File: src/rtl/serial_word_compare.sv
`default_nettype none
// ============================================================================
// Module      : serial_word_compare
// Description : Serial word comparator. Accumulates per-bit XNOR results of
//               two bit-streams over WIDTH accepted bits and reports
//               registered eq/gt/lt with a one-cycle done pulse.
//               Optional define MISMATCH_INDEX_EN adds mis_valid/mis_idx.
// Revision    : 1.0 - initial release
// ============================================================================
module serial_word_compare #(
    parameter int WIDTH     = 8,
    parameter int MSB_FIRST = 1
) (
    input  logic                   clk,
    input  logic                   rst,
    input  logic                   start,
    input  logic                   bit_valid,
    input  logic                   x,
    input  logic                   y,
    output logic                   ready,
    output logic                   busy,
    output logic                   done,
    output logic                   eq,
    output logic                   gt,
    output logic                   lt
`ifdef MISMATCH_INDEX_EN
    ,
    output logic                   mis_valid,
    output logic [$clog2(WIDTH):0] mis_idx
`endif
);

    localparam int CW = $clog2(WIDTH) + 1;
    localparam logic [CW-1:0] c_last_idx = CW'(WIDTH - 1);

    typedef enum logic [1:0] {
        ST_IDLE  = 2'd0,
        ST_SHIFT = 2'd1,
        ST_DONE  = 2'd2
    } state_t;

    state_t        r_state;
    state_t        w_state_nxt;
    logic [CW-1:0] r_cnt;
    logic          r_acc_eq;
    logic          r_acc_gt;
    logic          r_acc_lt;
    logic          r_eq;
    logic          r_gt;
    logic          r_lt;

    logic          w_bit_eq;
    logic          w_take;
    logic          w_restart;
    logic          w_last;
    logic          w_acc_eq_nxt;
    logic          w_acc_gt_nxt;
    logic          w_acc_lt_nxt;

    always_comb begin
        w_bit_eq     = ~(x ^ y);
        w_take       = (r_state == ST_SHIFT) && bit_valid && !start;
        w_restart    = start && (r_state != ST_DONE);
        w_last       = w_take && (r_cnt == c_last_idx);
        w_acc_eq_nxt = r_acc_eq & w_bit_eq;
        w_acc_gt_nxt = r_acc_gt;
        w_acc_lt_nxt = r_acc_lt;
        // MSB-first: first mismatch is most significant; LSB-first: last one is.
        if (!w_bit_eq && ((MSB_FIRST == 0) || r_acc_eq)) begin
            w_acc_gt_nxt = x & ~y;
            w_acc_lt_nxt = ~x & y;
        end
    end

    always_comb begin
        w_state_nxt = r_state;
        case (r_state)
            ST_IDLE: begin
                if (start) begin
                    w_state_nxt = ST_SHIFT;
                end
            end
            ST_SHIFT: begin
                if (w_last) begin
                    w_state_nxt = ST_DONE;
                end
            end
            ST_DONE: begin
                w_state_nxt = ST_IDLE;
            end
            default: begin
                w_state_nxt = ST_IDLE;
            end
        endcase
    end

    always_ff @(posedge clk) begin
        if (rst) begin
            r_state  <= ST_IDLE;
            r_cnt    <= '0;
            r_acc_eq <= 1'b0;
            r_acc_gt <= 1'b0;
            r_acc_lt <= 1'b0;
            r_eq     <= 1'b0;
            r_gt     <= 1'b0;
            r_lt     <= 1'b0;
        end else begin
            r_state <= w_state_nxt;
            if (w_restart) begin
                r_acc_eq <= 1'b1;
                r_acc_gt <= 1'b0;
                r_acc_lt <= 1'b0;
                r_cnt    <= '0;
            end else if (w_take) begin
                r_acc_eq <= w_acc_eq_nxt;
                r_acc_gt <= w_acc_gt_nxt;
                r_acc_lt <= w_acc_lt_nxt;
                r_cnt    <= r_cnt + CW'(1);
            end
            // Results land with the last bit so they are valid while done is high.
            if (w_last) begin
                r_eq <= w_acc_eq_nxt;
                r_gt <= w_acc_gt_nxt;
                r_lt <= w_acc_lt_nxt;
            end
        end
    end

    assign ready = (r_state == ST_IDLE);
    assign busy  = (r_state == ST_SHIFT);
    assign done  = (r_state == ST_DONE);
    assign eq    = r_eq;
    assign gt    = r_gt;
    assign lt    = r_lt;

`ifdef MISMATCH_INDEX_EN
    logic          r_mis_found;
    logic [CW-1:0] r_mis_pos;
    logic          r_mis_valid;
    logic [CW-1:0] r_mis_idx;
    logic          w_mis_hit;

    assign w_mis_hit = w_take && !w_bit_eq && !r_mis_found;

    always_ff @(posedge clk) begin
        if (rst) begin
            r_mis_found <= 1'b0;
            r_mis_pos   <= '0;
            r_mis_valid <= 1'b0;
            r_mis_idx   <= '0;
        end else begin
            if (w_restart) begin
                r_mis_found <= 1'b0;
                r_mis_pos   <= '0;
            end else if (w_mis_hit) begin
                r_mis_found <= 1'b1;
                r_mis_pos   <= r_cnt;
            end
            if (w_last) begin
                r_mis_valid <= r_mis_found | w_mis_hit;
                r_mis_idx   <= r_mis_found ? r_mis_pos : (w_mis_hit ? r_cnt : '0);
            end
        end
    end

    assign mis_valid = r_mis_valid;
    assign mis_idx   = r_mis_idx;
`endif

endmodule
`default_nettype wire
File: config.mk
export PLATFORM = sky130hd
export DESIGN_NAME = serial_word_compare
export DESIGN_NICKNAME = d
export VERILOG_FILES = /design/src/rtl/serial_word_compare.sv
export SDC_FILE = /design/constraint.sdc
export NUM_CORES = 1
export LEC_CHECK = 0
export ABC_AREA = 1
export CAP_MARGIN = 20
export CORE_MARGIN = 4
export CORE_UTILIZATION = 45
export CTS_CLUSTER_DIAMETER = 100
export DETAILED_ROUTE_END_ITERATION = 6
export MAX_ROUTING_LAYER = met4
export PLACE_DENSITY_LB_ADDON = 0.05
export SKIP_CTS_REPAIR_TIMING = 1
export SLEW_MARGIN = 40
export SYNTH_ARGS = -nofsm -noshare
export SYNTH_HDL_FRONTEND = slang
export SYNTH_SLANG_ARGS = --single-unit
File: constraint.sdc
create_clock -name clk -period 2.4 [get_ports clk]
set_clock_uncertainty 0.15 [all_clocks]
set_input_delay 0.24 -clock clk [delete_from_list [all_inputs] [get_ports clk]]
set_output_delay 0.24 -clock clk [all_outputs]
set_load 0.02 [all_outputs]
Word level (Yosys, flattened, before mapping)
Cells that the tools add are included.
W data, S select, Z words.
- register bits after elaboration: 12
- input bits: 6
- output and inout bits: 6
- word-level logic and storage cells: 39
- add/sub/neg operators: 1
- eq/ne operators: 6
- muxes and demuxes: 7
- bitwise operators: 7
- reduce and logical (&&, ||, !) cells: 10
- operators by type and width (cell ; count):
    $logic_and A1 B1 Y1 ; 5
    $add A4 B1 Y4 const B ; 1
    $eq A4 B3 Y1 const B ; 1
    $mux W1 ; 4
    $mux W2 ; 2
    $ne A2 B2 Y1 const B ; 2
    $pmux W2 S2 ; 1
    $and A1 B1 Y1 ; 3
    $not A1 Y1 ; 3
    $eq A2 B1 Y1 const B ; 1
    $eq A2 B2 Y1 const B ; 1
    $logic_not A2 Y1 ; 1
    $ne A2 B1 Y1 const B ; 1
    $reduce_and A2 Y1 ; 1
    $reduce_bool A2 Y1 ; 1
    $reduce_or A2 Y1 ; 1
    $logic_not A1 Y1 ; 1
    $xor A1 B1 Y1 ; 1

Longest topological paths before layout
Gate-level depths: netlist (run 1).
- depth in word-level cells: 6
- depth in mapped cells: 9
- depth with buffers taken out: 9

Worst setup path before layout (run 1)
No wires, ideal clock.
- path kind: register -> register
- start: reg r_state[1]
- end: reg r_cnt[1]
- setup time: 0.070 ns
- arrival time: 1.045 ns
- data required time: 2.180 ns
- path slack: 1.134 ns
- stages on the path, launching flop included: 5
- path buffers: 0
- period minus slack after synthesis: 1.266 ns
- cell sequence: dfxtp_1 -> inv_1 -> nor2_1 -> o21ai_1 -> a21oi_1
- cells in the longest elaborated chain, start to end: 3
- elaborated cells on any way between the ends: 6
- classes of those cells: eq/ne (2); reduce/logical (4)
- RTL lines (element ; line ; RTL):
    start: declaration ; 42 ; state_t r_state;
    start signal: assignment ; 108 ; r_state <= w_state_nxt;
    $ne A2 B2 Y1 or $eq A2 B1 Y1 (tied branches) ; 63, 62 ;
    $logic_and A1 B1 Y1, on equally long branches ; 63, 62 ;
    $reduce_or A2 Y1 (no line) or $logic_and A1 B1 Y1 (tied branches) ; -- ;
    end signal: assignment ; 118 ; r_cnt <= r_cnt + CW'(1);
    end: declaration ; 44 ; logic [CW-1:0] r_cnt;
Several ways; a longest one is shown, not always the timed one.
A chain may end at the register's enable or synchronous reset.

Worst setup path after layout (run 1)
- start: reg r_state[1]
- end: out done
- cells in the longest elaborated chain, start to end: 1
- RTL lines (element ; line ; RTL):
    $eq A2 B2 Y1 ; 131 ; assign done = (r_state == ST_DONE);
    end: declaration ; 22 ; output logic done,
Every way passes these cells.

==> results of run 1 <==
placed cells by master (no fill, tap or decap):
| cell type | instances |
|---|---|
| sky130_fd_sc_hd__a21oi_1 | 8 |
| sky130_fd_sc_hd__clkbuf_4 | 3 |
| sky130_fd_sc_hd__clkdlybuf4s50_1 | 11 |
| sky130_fd_sc_hd__dfxtp_1 | 12 |
| sky130_fd_sc_hd__ha_1 | 3 |
| sky130_fd_sc_hd__inv_1 | 13 |
| sky130_fd_sc_hd__inv_2 | 1 |
| sky130_fd_sc_hd__nand2_1 | 26 |
| sky130_fd_sc_hd__nand2_4 | 1 |
| sky130_fd_sc_hd__nand3_1 | 2 |
| sky130_fd_sc_hd__nand3_4 | 1 |
| sky130_fd_sc_hd__nand4_1 | 1 |
| sky130_fd_sc_hd__nor2_1 | 14 |
| sky130_fd_sc_hd__nor2_2 | 1 |
| sky130_fd_sc_hd__nor2_4 | 1 |
| sky130_fd_sc_hd__nor2_8 | 1 |
| sky130_fd_sc_hd__nor3_1 | 1 |
| sky130_fd_sc_hd__o21ai_0 | 3 |
| sky130_fd_sc_hd__o21ai_1 | 1 |
| sky130_fd_sc_hd__xor2_1 | 2 |
power by group through the flow:
stage          clock [mW]  combinational, mW  sequential, mW
2_1_floorplan           0             0.0400           0.212
3_3_place_gp            0             0.0629           0.213
3_5_place_dp            0             0.0635           0.213
4_1_cts             0.128             0.0639           0.208
5_1_grt             0.137             0.0718           0.209
6_report            0.124             0.0634           0.208
kinds of logic (layout without fill, tap and decap cells):
group	count (synthesis)	count (layout)	share of synthesized area, %
and+or+nand+nor	49	49	36.8
buffers and inverters	14	28	8.14
AOI/OAI and AO/OA	12	12	9.30
DFF	12	12	37.2
adders and majority gates	3	3	5.81
xor gates and xnor gates	2	2	2.71
state kept, by name, summed over array words and instances, names as in the netlist:
name,count
gt,1
lt,1
r_state,2
r_acc_lt,1
eq,1
r_acc_gt,1
r_cnt,4
r_acc_eq,1
cell type report:
class                           instances  share of cell area (%)
Clock buffer                            3                    2.83
Tap cell                               15                    2.35
Sequential cell                        12                    30.1
Multi-Input combinational cell         66                    44.3
Timing Repair Buffer                   11                    13.8
Inverter                               14                    6.59
critical path: stages (launching register included):
cell                              delay [ns]
sky130_fd_sc_hd__dfxtp_1                0.42
sky130_fd_sc_hd__inv_1                  0.08
sky130_fd_sc_hd__nor2_1                 0.14
sky130_fd_sc_hd__clkdlybuf4s50_1        0.63
routing by layer:
layer	part of all wire [%]	GRT usage [%]	wire (um)	up-vias
met3	7.1	7.11	85	2
met4	0.83	3.41	10	0
met1	49	17.6	593	256
met2	43	20.9	510	13
li1	-	-	-	316
met5	0	-	0	-
worst paths after layout:
path                                 start   end  cells after the start
worst max-delay path            r_state[1]  done                      3
worst min-delay path                    eq    eq                      2
worst max register to register    r_cnt[0]    eq                      6
worst min register to register          eq    eq                      2
through the flow:
| stage | cell area (um^2) | worst slack (ns) | total power, mW |
|---|---|---|---|
| floorplan | 646 | 1.13 | 0.252 |
| detailed placement | 774 | 0.585 | 0.276 |
| CTS | 797 | 0.475 | 0.401 |
| global route | 797 | 0.415 | 0.418 |
| global placement | 774 | 0.608 | 0.276 |
| finish | 797 | 0.472 | 0.395 |
==> results by stage, run 1 <==
Logic synthesis:
- Counting flops with a built-in enable in the synthesized netlist gives 0.
- In the synthesized netlist, the cells that appear most often are sky130_fd_sc_hd__nand2_1, sky130_fd_sc_hd__nor2_1, sky130_fd_sc_hd__inv_1.
- After synthesis the netlist holds a flip-flop and latch count of 12.
- The synthesized instance count is between 90 and 100.
- The number of nets in the synthesized netlist is between 100 and 150.
- For this run, asynchronously set or reset flops after synthesis account for 0%.
- The cell area after synthesis is 646 um^2.
- The primary flip-flop cell chosen by synthesis mapping is sky130_fd_sc_hd__dfxtp_1.
- For this run, the number of Yosys warnings is 0.
- The register area share after synthesis is about 37%.
- The number of distinct standard cells referenced by the synthesized netlist is 18.
- In the post-synthesis netlist, the biggest area contributors are sky130_fd_sc_hd__dfxtp_1, sky130_fd_sc_hd__nand2_1, sky130_fd_sc_hd__nor2_1.
- The mean post-synth cell area is about 7.0 um^2.
- The biggest area contributor in the post-synthesis netlist is sky130_fd_sc_hd__dfxtp_1.
- The most repeated cell in the gate-level netlist after synthesis is sky130_fd_sc_hd__nand2_1.
- The share of the synthesized area in the top cell type is a little under two fifths.

Drt:
- In the routed design, unresolved DRC markers number 0.
- The per-cell routed wire length is ~10 um.
- The number of nets still failing antenna checks after routing is 0.
- The number of DRC markers after the initial detailed-route iteration is 12.
- Dividing the detail-routed via count by the number of cells gives between 4 and 5.
- The first-pass iteration count of the detailed router is 4.
- The final routed wirelength across all metal layers is between 1000 and 1500 um.
- Detailed routing inserted a total of ~590 vias.

STA:
- The number of endpoints failing setup at the final stage is 0.
- Static timing analysis puts the maximum clock frequency at 519 MHz.
- The final hold violation count is 0.
- The final-layout setup total negative slack is 0 ns.
- The count of pins over their slew limit is 0.
- For the finished layout, the period the worst path requires is 1.93 ns.
- Setup repair after global routing left no endpoint under its margin.
- On the final layout, the worst hold slack is 0.335 ns.
- In the finished design, the share of the clock period the worst path needs comes to ~80%.
- For the pin with the worst max-slew slack, the measured transition is about 0.33 ns.
- In this run the tightest slew margin relative to its limit is between 70 and 80%.

Power:
- Of the total power, registers draw a little over half.
- Net switching is between 20% and 30% of the power.
- The internal portion of the total power is approximately 0.29 mW.
- The share of total power dissipated in combinational logic is approximately 16%.
- In this run the power density over the cells is a little under 500 mW/mm^2.
- The switching power total is about 0.11 mW.
- In this run the static leakage power is about 0.38 nW.
- The worst vdd rail ir drop is 0.468 mV.
- The clock network fraction of design power is roughly 31%.

Setup path:
- The biggest fanout along the worst timing path is 4.
- STA classifies the critical path startpoint as a flip-flop.
- The start-to-end type of the worst setup path is reg2out.
- The reg2reg setup slack is between 1 and 1.5 ns.
- The required time at the endpoint of the critical path is 2.01 ns.
- STA classifies the critical path endpoint as an output port.
- STA puts the critical path data arrival time at roughly 1.5 ns.

Global routing:
- Summed over all layers, the global routing overflow is 0.
- The pin count of the biggest net entering global routing is 10.
- The first global-routing pass estimated roughly 2100 um of wire.
- The initial antenna violation count is 0.
- The via count of the first global-routing pass was 520.
- The global routing usage summed across all routing layers is 14.4%.

Final layout:
- The number of antenna diodes in the final layout is 0.
- The count of cells in the finished layout, fillers not included, comes to 121.
- The core utilization of the finished layout is about three fifths.
- The area of the multi-input gates is ~350 um^2.
- Compared with the post-synthesis result, the final layout area differs by 23.4%.
- After the last flow step, the layout net total stands at roughly 120.
- The area taken by flip-flops and latches is 240 um^2.
- The share of cells above drive strength 1 is under 10%.
- The final-layout fill cell count is between 100 and 150.

Die:
- In this run the horizontal extent of the chip is between 40 and 50 um.
- The standard-cell row count is 13.
- For this configuration, the core starts out at a cell density of between 40% and 50%.
- The die outline height is 45.9 um.
- The boundary pin count is 12.
- The core region area is roughly 0.0013 mm^2.
- The die covers 0.00210 mm^2.

Clock network:
- Clock tree synthesis found a total of 12 sinks.
- The number of H-tree branching levels is 1.
- Clock-pin slew was measured on the worst setup and hold paths at roughly 0.08 ns.
- The number of buffers inserted during clock tree synthesis is 3.
- The buffer levels on the longest clock path is 2.
- In this run the clock root is driven by a sky130_fd_sc_hd__clkbuf_4.
- The clock tree from TritonCTS is yes.
- The clock latency at the later pin of the worst-skew pair is ~0.27 ns.

Placed design:
- The final estimated routing congestion in global placement is 0.774.
- Input and output buffers added on the ports amount to 11.
- Once placement completed, the tool counted placed cells totaling ~120.
- Once detailed placement completed, the half-perimeter wirelength came to a little over 900 um.

Run:
- The number of max-cap violations is 0.

Status:
- The flow ran to the end, and the final reports show no timing, DRC or antenna violations.

Min path:
- The tightest min-delay check is of the reg2reg type.
(Power assumes the default switching activity.)
==> run 2, diff against run 1 <==
==> constraint.sdc (replaced) <==
create_clock -name clk -period 1.8 [get_ports clk]
set_clock_uncertainty 0.15 [all_clocks]
set_input_delay 0.18 -clock clk [delete_from_list [all_inputs] [get_ports clk]]
set_output_delay 0.18 -clock clk [all_outputs]
set_load 0.02 [all_outputs]
==> results by stage, run 2 (synthesis results as in run 1) <==
Status:
- Run status: finished clean (unchanged).

Clock network:
- The clock latency at the later pin of the worst-skew pair was 0.27 ns (about the same).
- The clock tree from TritonCTS is yes (unchanged).
- The clock transition at the registers of the reported paths came to 0.07 ns (was 0.08 ns).
- The number of H-tree branching levels is 1 (unchanged).
- The master cell of the clock root buffer is sky130_fd_sc_hd__clkbuf_4 (unchanged).
- The TritonCTS sink count is 12 (unchanged).
- The number of buffers inserted during clock tree synthesis is 3 (unchanged).
- The buffer levels on the longest clock path is 2 (unchanged).

Final layout:
- The core utilization of the finished layout is 60.1% (was 59.8%).
- The area of the multi-input gates came to 353 um^2 (unchanged).
- The area taken by flip-flops and latches came to 240 um^2 (unchanged).
- The share of cells above drive strength 1 is 8.49% (unchanged).
- The largest register by flop count is r_cnt (unchanged).
- The area added between synthesis and finish is 24.2% (was 23.4%).
- The number of flip-flops under the largest register name is 4 (unchanged).
- The most common cell after layout, fill and taps aside is sky130_fd_sc_hd__nand2_1 (unchanged).
- Highest-count cells in the layout ignoring fill and taps: sky130_fd_sc_hd__nand2_1, sky130_fd_sc_hd__nor2_1, sky130_fd_sc_hd__inv_1 (unchanged).
- The post-layout net count was 117 (unchanged).
- The antenna cell count was 0 (unchanged).
- The number of standard cells in the final layout excluding fillers is 121 (unchanged).
- The final-layout fill cell count came to 132 (was 127).
- Largest registers: r_cnt x4, r_state x2 (unchanged).

Global routing:
- The initial antenna violation count is 0 (unchanged).
- The pin count of the biggest net entering global routing is 10 (unchanged).
- The global-route congestion overflow total is 0 (unchanged).
- The global routing usage summed across all routing layers is 13.9% (was 14.4%).
- The wire length of the first global-routing pass is 1990 um (was 2110 um).
- The via count of the first global-routing pass came to 513 (was 520).

STA:
- Setup repair after global routing missed its margin: false (unchanged).
- The number of endpoints failing setup at the final stage is 0 (unchanged).
- The minimum period implied by the final worst setup slack is between 1.5 and 2 ns.
- The count of pins over their slew limit is 0 (unchanged).
- The slew at the pin closest to its max-slew limit is 0.339 ns (was 0.332 ns).
- The worst slew slack as a fraction of its limit is 77.2% (was 77.7%).
- Derived from the worst setup path, the maximum achievable clock frequency is 583 MHz.
- Of the available clock period, the critical path in the final layout requires 95.3%.
- The final hold violation count is 0 (unchanged).

Setup path:
- The data arrival time of the critical path is 1.39 ns (was 1.54 ns).
- The element type at the critical path start is a flip-flop (unchanged).
- The biggest fanout along the worst timing path is 4 (unchanged).
- The kind of capture point of the worst setup path is an output port (unchanged).
- The required time at the endpoint of the critical path is 1.47 ns (was 2.01 ns).
- The start-to-end type of the worst setup path is reg2out (unchanged).

Min path:
- The classification of the worst-slack hold path is reg2reg (unchanged).

Power:
- The worst vdd rail ir drop came to 0.337 mV (was 0.468 mV).
- The leakage dissipation is 0.409 nW (was 0.378 nW).
- The power density over cell area was 655 mW/mm^2 (was 496 mW/mm^2).

Drt:
- The routed via count is 592 (was 587).
- The number of DRC markers after the initial detailed-route iteration came to 15 (was 12).
- The number of nets still failing antenna checks after routing is 0 (unchanged).
- The per-cell routed wire length came to 10.3 um (was 9.91 um).
- The routed via count divided by cell count came to 4.89 (was 4.85).
- The final routed wirelength across all metal layers is 1240 um (was 1200 um).
- The post-detailed-route DRC marker count came to 0 (unchanged).
- The first-pass iteration count of the detailed router is 5 (was 4).

Die:
- The starting utilization of the core area is 48.4% (unchanged).
- The core region area was 0.00133 mm^2 (unchanged).
- The die outline height is 45.9 um (unchanged).
- The boundary pin count is 12 (unchanged).
- The standard-cell row count is 13 (unchanged).
- The overall die width is 45.9 um (unchanged).
- The die area was 0.00210 mm^2 (unchanged).

Run:
- The number of max-cap violations is 0 (unchanged).

Placed design:
- The final estimated routing congestion in global placement came to 0.778 (was 0.774).
- The half-perimeter wire length after placement came to 949 um (was 933 um).
- The placed instance count is 118 (unchanged).
- The port buffer count is 11 (unchanged).
## run 2: final cells by class
type                            count  area share (%)
Sequential cell                    12            30.0
Clock buffer                        3            2.81
Tap cell                           15            2.34
Timing Repair Buffer               11            14.4
Inverter                           14            6.55
Multi-Input combinational cell     66            44.0
## run 2: worst paths after layout
path	end	slack (ns)	startpoint	cells after the start
max	ready	0.08	r_state[0]	2
min	gt	0.33	gt	2
max reg2reg	gt	0.46	r_cnt[0]	6
min reg2reg	gt	0.33	gt	2
## run 2: report_power, final
part,internal [mW],switching (mW),leakage [nW]
Sequential,0.271,0.00641,0.0974
Clock,0.0774,0.0853,0.0138
Combinational,0.0355,0.0492,0.298
Total,0.384,0.141,0.409
## run 2: routing by layer
layer,up-vias,wire [um],part of all wire (%),track usage [%]
met5,-,0,0,-
met4,0,30,2.4,10.2
met3,4,94,7.6,3.95
met2,16,508,41,20.9
met1,255,609,49,15.3
li1,317,-,-,-
## run 2: critical path: stages, from the launching register on
cell                              delay, ns
sky130_fd_sc_hd__dfxtp_1               0.35
sky130_fd_sc_hd__nor2_1                0.14
sky130_fd_sc_hd__clkdlybuf4s50_1       0.62
## run 2: stage by stage
stage | area [um^2] | power [mW] | hold slack, ns | setup TNS [ns] | setup WS, ns
after CTS | 797 | 0.534 | 0.338 | -0.0766 | -0.0399
after floorplan | 646 | 0.336 | 0.0991 | 0 | 0.534
after global routing | 802 | 0.562 | 0.363 | 0 | 0.00138
after detailed placement | 774 | 0.369 | 0.325 | 0 | 0.0421
after global placement | 774 | 0.368 | 0.310 | 0 | 0.0679
final | 802 | 0.525 | 0.335 | 0 | 0.0848
==> run 3, diff against run 2 <==
--- a/config.mk
+++ b/config.mk
@@ -7,14 +7,12 @@
 export LEC_CHECK = 0
 export ABC_AREA = 1
 export CAP_MARGIN = 20
-export CORE_MARGIN = 4
 export CORE_UTILIZATION = 45
 export CTS_CLUSTER_DIAMETER = 100
 export DETAILED_ROUTE_END_ITERATION = 6
 export MAX_ROUTING_LAYER = met4
 export PLACE_DENSITY_LB_ADDON = 0.05
 export SKIP_CTS_REPAIR_TIMING = 1
-export SLEW_MARGIN = 40
 export SYNTH_ARGS = -nofsm -noshare
 export SYNTH_HDL_FRONTEND = slang
 export SYNTH_SLANG_ARGS = --single-unit
==> results by stage, run 3 (synthesis results as in run 1) <==
Status:
- Run status: finished clean (unchanged).

STA:
- The worst hold slack across all endpoints is 0.337 ns (was 0.335 ns).
- The highest attainable clock frequency was 590 MHz (was 583 MHz).
- The final worst-path cycle share is 94.2% (was 95.3%).
- The count of pins over their slew limit is 0 (unchanged).
- The final-layout setup total negative slack is 0 ns (unchanged).
- The minimum period implied by the final worst setup slack is 1.70 ns (was 1.72 ns).
- The slew at the pin closest to its max-slew limit came to 0.307 ns (was 0.339 ns).
- The number of endpoints failing setup at the final stage was 0 (unchanged).
- The setup slack after layout is 0.104 ns (was 0.0848 ns).
- The final hold violation count is 0 (unchanged).
- The worst slew slack as a fraction of its limit came to 79.5% (was 77.2%).
- Setup repair after global routing missed its margin: false (unchanged).

Setup path:
- The family with the most delay on the worst path is buffers and inverters (unchanged).
- The critical-path cell with the highest stage delay is sky130_fd_sc_hd__clkdlybuf4s50_1 (unchanged).
- The data arrival time of the critical path is 1.37 ns (was 1.39 ns).
- The startpoint of the worst-slack reg-to-reg timing path was r_cnt[0] (unchanged).
- The delay of the slowest cell on the worst path is 0.61 ns (was 0.62 ns).
- The required time at the endpoint of the critical path was 1.47 ns (about the same).
- The logic depth of the worst setup path including buffers is 2 (unchanged).
- The start-to-end type of the worst setup path is reg2out (unchanged).
- The reg2reg setup slack was 0.48 ns (was 0.46 ns).
- List of cells traversed by the critical path: nor2_1 > clkdlybuf4s50_1 (unchanged).
- The launch point of the worst path was r_state[0] (unchanged).
- The length in cells of the worst reg-to-reg path came to 6 (unchanged).
- The element type at the critical path start is a flip-flop (unchanged).
- The kind of capture point of the worst setup path is an output port (unchanged).
- The destination of the worst register-to-register timing path is lt (was gt).
- The critical path buffer and inverter count is 1 (unchanged).
- The biggest fanout along the worst timing path was 4 (unchanged).

Global routing:
- The via count of the first global-routing pass is 464 (was 513).
- The wire length of the first global-routing pass is 1860 um (was 1990 um).
- The met3 global-route usage came to 8.52% (was 3.95%).
- The global-route congestion overflow total came to 0 (unchanged).
- The global routing usage summed across all routing layers is 18.5% (was 13.9%).
- The pin count of the biggest net entering global routing came to 10 (unchanged).
- The met1 usage came to 20.5% (was 15.3%).
- The most heavily used metal layer in global routing is met2 (unchanged).
- The met2 capacity usage during global routing is 28.2% (was 20.9%).
- The initial antenna violation count came to 0 (unchanged).

Power:
- The power density over cell area was 646 mW/mm^2 (was 655 mW/mm^2).
- The cell-internal power is 0.384 mW (about the same).
- The worst vdd rail ir drop is 0.365 mV (was 0.337 mV).
- The switching power total is 0.134 mW (was 0.141 mW).
- The switching power share of the total is 25.9% (was 26.8%).
- The leakage dissipation was 0.409 nW (unchanged).
- The clock network fraction of design power is 30.2% (was 31.0%).
- The final total power is 0.518 mW (was 0.525 mW).
- The relative contribution of sequential cells to total power is 53.6% (was 52.9%).
- The combinational group share of total power is 16.3% (was 16.1%).

Die:
- The standard-cell row count is 13 (unchanged).
- The overall die width is 39.9 um (was 45.9 um).
- The core region area came to 0.00132 mm^2 (was 0.00133 mm^2).
- The boundary pin count is 12 (unchanged).
- The starting utilization of the core area is 49.0% (was 48.4%).
- The die outline height was 39.9 um (was 45.9 um).
- The die area is 0.00159 mm^2 (was 0.00210 mm^2).

Min path:
- The hold path endpoint is eq (was gt).
- The worst min-delay path startpoint is eq (was gt).
- The hold-critical path depth came to 2 (unchanged).
- The classification of the worst-slack hold path is reg2reg (unchanged).

Final layout:
- The share of cells above drive strength 1 came to 8.49% (unchanged).
- The most common cell after layout, fill and taps aside is sky130_fd_sc_hd__nand2_1 (unchanged).
- The final-layout fill cell count is 124 (was 132).
- The post-layout net count is 117 (unchanged).
- The largest register by flop count is r_cnt (unchanged).
- The area of the multi-input gates is 353 um^2 (unchanged).
- The antenna cell count is 0 (unchanged).
- The number of standard cells in the final layout excluding fillers is 121 (unchanged).
- The area added between synthesis and finish is 24.2% (unchanged).
- Largest registers: r_cnt x4, r_state x2 (unchanged).
- Highest-count cells in the layout ignoring fill and taps: sky130_fd_sc_hd__nand2_1, sky130_fd_sc_hd__nor2_1, sky130_fd_sc_hd__inv_1 (unchanged).
- The area taken by flip-flops and latches was 240 um^2 (unchanged).
- The number of flip-flops under the largest register name came to 4 (unchanged).

Placed design:
- The worst setup slack before clock tree synthesis is 0.0324 ns (was 0.0421 ns).
- The final estimated routing congestion in global placement is 0.813 (was 0.778).
- The half-perimeter wire length after placement was 932 um (was 949 um).
- The placed instance count is 118 (unchanged).
- The port buffer count was 11 (unchanged).

Clock network:
- The clock tree from TritonCTS was yes (unchanged).
- The number of buffers inserted during clock tree synthesis is 3 (unchanged).
- The buffer levels on the longest clock path came to 2 (unchanged).
- The TritonCTS sink count is 12 (unchanged).
- The master cell of the clock root buffer is sky130_fd_sc_hd__clkbuf_4 (unchanged).
- The clock transition at the registers of the reported paths is 0.07 ns (about the same).
- The number of H-tree branching levels was 1 (unchanged).
- The clock latency at the later pin of the worst-skew pair was 0.27 ns (about the same).

Drt:
- The routed via count was 572 (was 592).
- The per-cell routed wire length is 9.70 um (was 10.3 um).
- The number of nets still failing antenna checks after routing came to 0 (unchanged).
- The final routed wirelength across all metal layers is 1170 um (was 1240 um).
- The first-pass iteration count of the detailed router is 4 (was 5).
- The post-detailed-route DRC marker count is 0 (unchanged).
- The routed via count divided by cell count is 4.73 (was 4.89).
- The number of DRC markers after the initial detailed-route iteration came to 11 (was 15).

Run:
- The number of max-cap violations is 0 (unchanged).
==> run 3: cell counts in the layout (fill, tap and decap cells not counted) <==
Identical to the previous run, type by type.
==> run 3: worst min-delay path: cells and delay by family, from the launching register on <==
family / cells / cell delay [ns]
DFF: 1 / 0.31
and+or+nand+nor: 2 / 0.14
==> run 3: stage by stage <==
step / utilization (%) / cell area [um^2]
4_1_cts: 60.5 / 797
6_report: 60.9 / 802
3_5_place_dp: 58.8 / 774
3_3_place_gp: 58.8 / 774
5_1_grt: 60.9 / 802
2_1_floorplan: - / 646
==> run 3: power groups by stage <==
stage,registers (mW),logic [mW],clock network (mW)
6_report,0.278,0.0844,0.156
3_3_place_gp,0.284,0.0837,0
2_1_floorplan,0.282,0.0533,0
5_1_grt,0.278,0.0943,0.179
4_1_cts,0.278,0.0854,0.167
3_5_place_dp,0.284,0.0852,0
==> run 3: worst max path at each step <==
stage | endpoint | slack, ns
final | ready | 0.10
after global routing | ready | 0.02
after CTS | done | -0.05
after detailed placement | gt | 0.03
after global placement | gt | 0.07
after floorplan | r_cnt[1] | 0.53
==> run 3: area by class of cell <==
cell class | count | share of cell area, %
clock buffers | 3 | 2.81
inverters | 14 | 6.55
multi-input cells | 66 | 44.0
flip-flops and latches | 12 | 30.0
well taps | 15 | 2.34
repair buffers | 11 | 14.4
==> run 3: routing by layer <==
metal	part of all wire (%)	wire length (um)
met1	47	547
met2	46	543
met3	6.5	76
met4	0.51	6
met5	0	0
